`src/rtl/wb_arbiter_pkg.sv`:
```
// Shared types for the register-file writeback arbiter: register/data widths,
// the writeback request struct and the starvation FSM states.
package wb_arbiter_pkg;

  localparam int REG_IDX_W = 5;
  localparam int XLEN      = 32;
  localparam int NUM_REGS  = 32;

  typedef struct packed {
    logic                 we;
    logic [REG_IDX_W-1:0] rd;
    logic [XLEN-1:0]      data;
  } wb_req_t;

  typedef enum logic [1:0] {
    ST_IDLE,
    ST_BLOCKED,
    ST_FORCE
  } starve_state_e;

endpackage

```
`src/rtl/wb_arbiter_pending_sb.sv`:
```
// Pending-write scoreboard: one bit per architectural register, set on MDU
// issue, cleared on MDU writeback; a same-cycle set beats the clear.
module wb_pending_sb
  import wb_arbiter_pkg::*;
(
  input  logic                 clk,
  input  logic                 rst,
  input  logic                 set_en,
  input  logic [REG_IDX_W-1:0] set_idx,
  input  logic                 clr_en,
  input  logic [REG_IDX_W-1:0] clr_idx,
  output logic [NUM_REGS-1:0]  pending_mask
);

  logic [NUM_REGS-1:0] mask_d, mask_q;

  // NOTE: always_comb starts from a full default so no path leaves mask_d
  // unassigned; that is what keeps this from inferring a latch.
  always_comb begin
    mask_d = mask_q;
    if (clr_en) mask_d[clr_idx] = 1'b0;
    // x0 is hardwired to zero and never awaits a write.
    if (set_en && set_idx != '0) mask_d[set_idx] = 1'b1;
  end

  // NOTE: sequential state uses non-blocking assignments only, so every flop
  // samples the pre-edge value regardless of block ordering.
  always_ff @(posedge clk) begin
    if (rst) mask_q <= '0;
    else     mask_q <= mask_d;
  end

  assign pending_mask = mask_q;

endmodule

```
`src/rtl/wb_arbiter.sv`:
```
// Register-file write-port arbiter merging pipeline writeback and MDU results.
// Optional WB_STATS_EN adds stat_drains/stat_forced wrapping event counters.
module wb_arbiter
  import wb_arbiter_pkg::*;
#(
  parameter int STARVE_LIMIT = 4,
  parameter int CNT_W        = 3
) (
  input  logic                 clk,
  input  logic                 rst,
  input  logic                 pipe_we,
  input  logic [REG_IDX_W-1:0] pipe_rd,
  input  logic [XLEN-1:0]      pipe_data,
  output logic                 pipe_stall,
  input  logic                 mdu_valid,
  output logic                 mdu_ready,
  input  logic [REG_IDX_W-1:0] mdu_rd,
  input  logic [XLEN-1:0]      mdu_data,
  input  logic                 issue_valid,
  input  logic [REG_IDX_W-1:0] issue_rd,
  output logic [NUM_REGS-1:0]  pending_mask,
`ifdef WB_STATS_EN
  output logic [31:0]          stat_drains,
  output logic [31:0]          stat_forced,
`endif
  output logic                 rf_we,
  output logic [REG_IDX_W-1:0] rf_rd,
  output logic [XLEN-1:0]      rf_wdata
);

  starve_state_e        state_d, state_q;
  logic [CNT_W-1:0]     cnt_d, cnt_q;
  logic                 buf_valid_d, buf_valid_q;
  logic [REG_IDX_W-1:0] buf_rd_d, buf_rd_q;
  logic [XLEN-1:0]      buf_data_d, buf_data_q;
  wb_req_t              rf_req;
  logic                 drain, accept, blocked;

  assign pipe_stall = (state_q == ST_FORCE);

  always_comb begin
    drain  = buf_valid_q & (pipe_stall | ~pipe_we);
    rf_req = '0;
    if (drain)        rf_req = '{we: 1'b1, rd: buf_rd_q, data: buf_data_q};
    else if (pipe_we) rf_req = '{we: 1'b1, rd: pipe_rd, data: pipe_data};

    // A draining entry frees the slot in time for a same-cycle refill.
    mdu_ready = ~buf_valid_q | drain;
    accept    = mdu_valid & mdu_ready;

    buf_valid_d = buf_valid_q & ~drain;
    buf_rd_d    = buf_rd_q;
    buf_data_d  = buf_data_q;
    if (accept) begin
      buf_valid_d = (mdu_rd != '0);
      buf_rd_d    = mdu_rd;
      buf_data_d  = mdu_data;
    end
  end

  always_comb begin
    state_d = ST_IDLE;
    cnt_d   = '0;
    blocked = buf_valid_q & pipe_we & ~pipe_stall;
    if (blocked) begin
      cnt_d   = cnt_q + CNT_W'(1);
      state_d = (cnt_q == CNT_W'(STARVE_LIMIT - 1)) ? ST_FORCE : ST_BLOCKED;
    end
  end

  always_ff @(posedge clk) begin
    if (rst) begin
      state_q     <= ST_IDLE;
      cnt_q       <= '0;
      buf_valid_q <= 1'b0;
    end else begin
      state_q     <= state_d;
      cnt_q       <= cnt_d;
      buf_valid_q <= buf_valid_d;
    end
  end

  // NOTE: the buffer payload carries no reset; it is only ever observed
  // while buf_valid_q is set, so resetting it would buy nothing.
  always_ff @(posedge clk) begin
    buf_rd_q   <= buf_rd_d;
    buf_data_q <= buf_data_d;
  end

  wb_pending_sb u_pending_sb (
    .clk          (clk),
    .rst          (rst),
    .set_en       (issue_valid),
    .set_idx      (issue_rd),
    .clr_en       (drain),
    .clr_idx      (buf_rd_q),
    .pending_mask (pending_mask)
  );

  assign rf_we    = rf_req.we;
  assign rf_rd    = rf_req.rd;
  assign rf_wdata = rf_req.data;

`ifdef WB_STATS_EN
  logic [31:0] stat_drains_d, stat_drains_q;
  logic [31:0] stat_forced_d, stat_forced_q;

  always_comb begin
    stat_drains_d = stat_drains_q + (drain ? 32'd1 : 32'd0);
    stat_forced_d = stat_forced_q + (pipe_stall ? 32'd1 : 32'd0);
  end

  always_ff @(posedge clk) begin
    if (rst) begin
      stat_drains_q <= '0;
      stat_forced_q <= '0;
    end else begin
      stat_drains_q <= stat_drains_d;
      stat_forced_q <= stat_forced_d;
    end
  end

  assign stat_drains = stat_drains_q;
  assign stat_forced = stat_forced_q;
`endif

endmodule
```
`config.mk`:
```
export PLATFORM = sky130hd
export DESIGN_NAME = wb_arbiter
export DESIGN_NICKNAME = d
export VERILOG_FILES = /design/src/rtl/wb_arbiter_pkg.sv /design/src/rtl/wb_arbiter_pending_sb.sv /design/src/rtl/wb_arbiter.sv
export SDC_FILE = /design/constraint.sdc
export NUM_CORES = 1
export LEC_CHECK = 0
export ABC_AREA = 1
export CELL_PAD_IN_SITES_DETAIL_PLACEMENT = 1
export CELL_PAD_IN_SITES_GLOBAL_PLACEMENT = 2
export CORE_ASPECT_RATIO = 0.7
export CORE_UTILIZATION = 22
export CTS_CLUSTER_DIAMETER = 150
export CTS_CLUSTER_SIZE = 28
export DETAILED_ROUTE_END_ITERATION = 16
export PLACE_DENSITY_LB_ADDON = 0.1
export REMOVE_ABC_BUFFERS = 1
export SETUP_SLACK_MARGIN = 0.4
export SYNTH_ARGS = -nofsm -noshare
export SYNTH_HDL_FRONTEND = slang
export SYNTH_SLANG_ARGS = --single-unit
```
`constraint.sdc`:
```
create_clock -name clk -period 2.8 [get_ports clk]
set_input_delay 0.42 -clock clk [delete_from_list [all_inputs] [get_ports clk]]
set_output_delay 0.42 -clock clk [all_outputs]
set_load 0.05 [all_outputs]
```
==> results.json, run 1 <==
{
  "first_global_vias": 3535,
  "finalCritPeriodShare": 0.776,
  "num_vias": 3402,
  "total_power_w": 0.00300,
  "io_pins": 156,
  "areaGrowthSynthToFinish_pct": 73.1,
  "min_from": "cnt_q[0]$_SDFF_PP0_",
  "netlist_instances": 420,
  "pwr-share-seq": 0.405,
  "core-area_mm2": 0.0148,
  "critPathSlowestCell": "dfxtp_1",
  "cp.required_ps": 2380,
  "post_drt_wl_per_cell_um": 16.5,
  "wirelength_um": 12900,
  "max_freq_ghz": 0.460,
  "layout_commonest_cell": "nand2_1",
  "worstSetupEndpointType": "primary output",
  "rrSetupSlack_ps": 920,
  "fin_crit_ps": 2170,
  "hold_viol": 0,
  "ant_nets": 0,
  "die_w_um": 150,
  "worst_r2r_path_depth": 5,
  "antenna_cells": 0,
  "p_sw_w": 0.000887,
  "ctsHoldBuffers": 0,
  "vdd_drop_max_mv": 0.273,
  "r2r-end": "buf_data_q[12]$_DFFE_PP_",
  "final_cells": 778,
  "gp_congestion": 0.743,
  "cts-buffers-inserted": 9,
  "vias_per_cell": 4.37,
  "dp_hpwl_um": 9400,
  "cts.clk_slew.worst_paths_ps": 60,
  "grt_first_pass_wirelength_um": 19800,
  "status": "finished clean",
  "critical_path.endpoint": "rf_wdata[14]",
  "rr_startpoint": "state_q[0]$_SDFF_PP0_",
  "drt_iter0_markers": 141,
  "slew_headroom": 0.257,
  "place_ws_ps": 253,
  "cts.sinks": 75,
  "min_path_cells": 1,
  "ys_seq_area_frac": 0.557,
  "worst-path-buf-inv": 3,
  "p_int_w": 0.00211,
  "die-area_mm2": 0.0158,
  "mostFrequentLayoutCells": "167 x nand2_1, 115 x clkdlybuf4s50_1, 39 x nor2_1, 38 x dfxtp_1, 38 x buf_12",
  "cts.root.buffer_cell": "clkbuf_16",
  "crit_chain": "inv_1, nand2_1, a21oi_4, buf_12, nand2_1, o21ai_0, buf_12",
  "portBuffers": 155,
  "path_class": "flip-flop to primary output",
  "rsz0062_at_grt": "no",
  "powerDensity_mw_per_mm2": 516,
  "grt_antenna_before_repair": 0,
  "die-height_um": 105,
  "hold_path_class": "flip-flop to flip-flop",
  "first_pass_iters": 4,
  "syn_area_mm2": 0.00336,
  "critPathArrivalTime_ps": 1750,
  "grt_usage": 0.167,
  "final_nets": 664,
  "startpoint_type": "flip-flop",
  "synth.distinct_cells": 18,
  "synth_seq_cells": 75,
  "cts_htree_levels": 3,
  "critical-path-top-delay-family": "buffers and inverters",
  "num_rows": 37,
  "max_stage_delay_ps": 300,
  "initial_core_util": 0.227,
  "cts_tree": "done",
  "path_depth": 7,
  "cellLeakagePower_nw": 2.09,
  "drive_gt1_frac": 0.122,
  "startpoint": "state_q[0]$_SDFF_PP0_",
  "drc_errors": 0,
  "crit_path_max_fanout": 30,
  "fin_util": 0.392,
  "clock_skew_ps": 3.85,
  "switching_share": 0.295,
  "syn_area_per_cell_um2": 8.00,
  "fin_ws_ps": 628,
  "placed_cells": 760,
  "grt_overflow": 0,
  "finalSetupViolations": 0,
  "grt_max_degree": 61,
  "clock_latency_ps": 340,
  "p_comb_frac": 0.235,
  "worstMarginPinSlew_ps": 1110,
  "drv_cap": 0,
  "clkPwrFrac": 0.360,
  "slew_violations": 0,
  "yosysWarnings": 0,
  "clock_path_buffers": 2
}
power groups by stage:
stage          Combinational (W)  Sequential (W)  Clock [W]
3_5_place_dp            0.000702         0.00124          0
3_3_place_gp            0.000693         0.00124          0
4_1_cts                 0.000706         0.00122    0.00112
2_1_floorplan           0.000272         0.00126          0
6_report                0.000706         0.00122    0.00108
5_1_grt                 0.000746         0.00122    0.00116
layout make-up:
class	count	area (um^2)
clock buffers	9	225
clock inverters	7	42.5
fillers	1717	9000
inverters	21	78.8
multi-input cells	307	1330
flip-flops and latches	75	1870
well taps	195	244
repair buffers	164	2020
what timing repair did:
item,4_1_cts,5_1_grt
endpoints found under the hold margin,0,0
setup endpoints to repair,37,35
gates resized for setup,3,8
buffers inserted,1,0
pin swaps,1,1
cloned,0,1
synthesized netlist by cell type:
cell type  number  area (um^2)
nor2_1         40          150
ha_1            2         25.0
nand2_1       167          627
a21oi_1        32          160
edfxtp_1       37         1110
a21oi_4         1         16.3
nand3_1        14         70.1
nor3_2          3         30.0
buf_4           5         37.5
inv_2           1         3.75
nor3_1         10         50.1
inv_1          20         75.1
o21ai_0        35          175
or2_2           1         6.26
o21ai_1         2         10.0
clkbuf_1        7         26.3
dfxtp_1        38          761
buf_2           5         25.0
metal layers:
metal | global-route usage | up-vias | routed length (um)
met5 | 0 | - | 0
met4 | 0.0397 | 0 | 110
met3 | 0.0424 | 10 | 597
met2 | 0.278 | 73 | 6080
met1 | 0.216 | 1635 | 6070
li1 | - | 1684 | -
stage by stage:
stage               TNS (ps)  hold WS (ps)  instance area (um^2)
CTS                        0           437                  5790
global route               0           459                  5810
global placement           0           408                  5500
floorplan              -3640           399                  3270
detailed placement         0           427                  5500
finish                     0           436                  5810
how the worst min path moves through the flow:
stage / end
4_1_cts: cnt_q[0]$_SDFF_PP0_
3_3_place_gp: cnt_q[0]$_SDFF_PP0_
3_5_place_dp: cnt_q[0]$_SDFF_PP0_
2_1_floorplan: cnt_q[0]$_SDFF_PP0_
6_report: cnt_q[0]$_SDFF_PP0_
5_1_grt: cnt_q[0]$_SDFF_PP0_
state kept, by name, indices dropped and copies added, names as in the netlist:
name / flops
buf_data_q: 32
u_pending_sb.pending_mask: 32
buf_rd_q: 5
cnt_q: 3
state_q: 2
buf_valid_q: 1
cell families (layout without fill, tap and decap cells):
group | Yosys count | after routing | synth area share
AOI/OAI and AO/OA | 70 | 70 | 0.108
adders and majority gates | 2 | 2 | 0.00745
buffers and inverters | 38 | 201 | 0.0499
DFF | 75 | 75 | 0.557
and+or+nand+nor | 235 | 235 | 0.278
No activity file was read; power rests on OpenSTA's default activity.
==> run 2, diff against run 1 <==
==> constraint.sdc (replaced) <==
create_clock -name clk -period 2.1 [get_ports clk]
set_input_delay 0.315 -clock clk [delete_from_list [all_inputs] [get_ports clk]]
set_output_delay 0.315 -clock clk [all_outputs]
set_load 0.05 [all_outputs]
==> run 2 against run 1 <==
Net effect:
- global-route usage is 1.4 points higher
- via count is 8.1% higher
- clock skew is 1.3 ps higher
- combinational power is 59% higher
- sequential power is 33% higher
- die area stayed put
- first-iteration DRC count is 15% higher
- cell count is 7.6% higher
- clock-buffer cell count is 3 higher
- clock power is 48% higher
- design area is 12% higher
==> results.json, run 2 (synthesis results as in run 1) <==
{
  "cp.required_ps": 1780,
  "cellLeakagePower_nw": 2.64,
  "vdd_drop_max_mv": 0.375,
  "initial_core_util": 0.227,
  "fin_ws_ps": 86.2,
  "drive_gt1_frac": 0.238,
  "cts.sinks": 75,
  "place_ws_ps": -117,
  "dpl_cell_area_mm2": 0.00582,
  "setup_tns_ps": 0,
  "num_vias": 3677,
  "drt_iter0_markers": 162,
  "cts-buffers-inserted": 9,
  "p_comb_frac": 0.258,
  "design_area_mm2": 0.00652,
  "slew_headroom": 0.605,
  "fin_util": 0.440,
  "portBuffers": 155,
  "fin_crit_ps": 2010,
  "grt_usage": 0.182,
  "drv_cap": 0,
  "grt_overflow": 0,
  "finalSetupViolations": 0,
  "layout_commonest_cell": "nand2_1",
  "core-area_mm2": 0.0148,
  "grt_max_degree": 32,
  "worstSetupEndpointType": "primary output",
  "areaGrowthSynthToFinish_pct": 94.0,
  "die-area_mm2": 0.0158,
  "io_pins": 156,
  "p_int_w": 0.00314,
  "post_drt_wl_per_cell_um": 17.0,
  "antenna_cells": 0,
  "mostFrequentLayoutCells": "158 x nand2_1, 82 x clkdlybuf4s50_1, 55 x buf_4, 39 x buf_12",
  "hold-worst-slack_ps": 428,
  "rr_startpoint": "state_q[0]$_SDFF_PP0_",
  "grt_first_pass_wirelength_um": 21300,
  "gp_congestion": 0.738,
  "switching_share": 0.278,
  "ant_nets": 0,
  "cts.root.buffer_cell": "clkbuf_16",
  "finalCritPeriodShare": 0.959,
  "clkPwrFrac": 0.369,
  "vias_per_cell": 4.39,
  "startpoint": "state_q[0]$_SDFF_PP0_",
  "clock_skew_ps": 5.14,
  "pwr-share-seq": 0.373,
  "final_nets": 723,
  "die_w_um": 150,
  "hold_viol": 0,
  "num_rows": 37,
  "max_freq_ghz": 0.497,
  "cts.clk_slew.worst_paths_ps": 60,
  "clock_path_buffers": 2,
  "cts_tree": "done",
  "cts_htree_levels": 3,
  "grt_antenna_before_repair": 0,
  "slew_violations": 0,
  "path_class": "flip-flop to primary output",
  "die-height_um": 105,
  "critPathArrivalTime_ps": 1700,
  "clock_latency_ps": 330,
  "drc_errors": 0,
  "startpoint_type": "flip-flop",
  "wirelength_um": 14200,
  "rsz0062_at_grt": "yes",
  "hold_path_class": "flip-flop to flip-flop",
  "first_global_vias": 3785,
  "dp_hpwl_um": 9770,
  "status": "finished clean",
  "p_sw_w": 0.00121,
  "first_pass_iters": 4,
  "min_from": "cnt_q[0]$_SDFF_PP0_",
  "worstMarginPinSlew_ps": 592,
  "crit_path_max_fanout": 8,
  "powerDensity_mw_per_mm2": 667
}
run 2: cell types whose count changed in the layout (fill, tap and decap cells not counted), moves of 6 or more:
cell and delta:
buf_4 +47, clkdlybuf4s50_1 -33, dlygate4sd2_1 +32, o21ai_0 -14
nand2_1 -9, nand2_2 +7, o21ai_4 +6
run 2: final timing paths:
check | to | slack, ps | cells after the start
max | rf_wdata[25] | 90 | 9
min | cnt_q[0]$_SDFF_PP0_ | 430 | 1
max reg2reg | buf_data_q[18]$_DFFE_PP_ | 320 | 8
min reg2reg | cnt_q[0]$_SDFF_PP0_ | 430 | 1
run 2: through the flow:
stage / cells / power [W]
2_1_floorplan: 403 / 0.00204
3_3_place_gp: 802 / 0.00266
3_5_place_dp: 802 / 0.00267
4_1_cts: 828 / 0.00436
5_1_grt: 837 / 0.00451
6_report: 837 / 0.00435
run 2: repair_timing:
action | in CTS | in global routing
endpoints found under the setup margin | 109 | 92
pin swaps | 3 | 4
gates cloned | 3 | 3
buffers inserted | 7 | 6
hold buffers | 0 | 0
gates resized for setup | 78 | 29
run 2: final cells by class:
class                   count  area (um^2)
inverters                  21         86.3
flip-flops and latches     75         1870
repair buffers            222         2530
clock buffers              12          258
fillers                  1691         8300
multi-input cells         308         1480
well taps                 195          244
clock inverters             4         47.5
run 2: metal layers:
metal,GRT usage,vias up,share of wire
li1,-,1808,-
met1,0.246,1773,0.47
met2,0.297,83,0.48
met3,0.0338,13,0.038
met4,0.0433,0,0.012
met5,0,-,0
run 2: worst max-delay path, stage by stage (launching register included):
cell and delay (ps):
dfxtp_1 300, inv_1 60, nand2_2 90, a21oi_4 190
buf_12 170, buf_16 130, nand2_1 50, o21ai_0 90
buf_4 160, buf_12 120
run 2: power groups by stage:
stage	sequential [W]	clock (W)	combinational, W
2_1_floorplan	0.00167	0	0.000362
3_3_place_gp	0.00165	0	0.00101
3_5_place_dp	0.00165	0	0.00102
4_1_cts	0.00162	0.00165	0.00108
5_1_grt	0.00163	0.00170	0.00118
6_report	0.00162	0.00160	0.00112
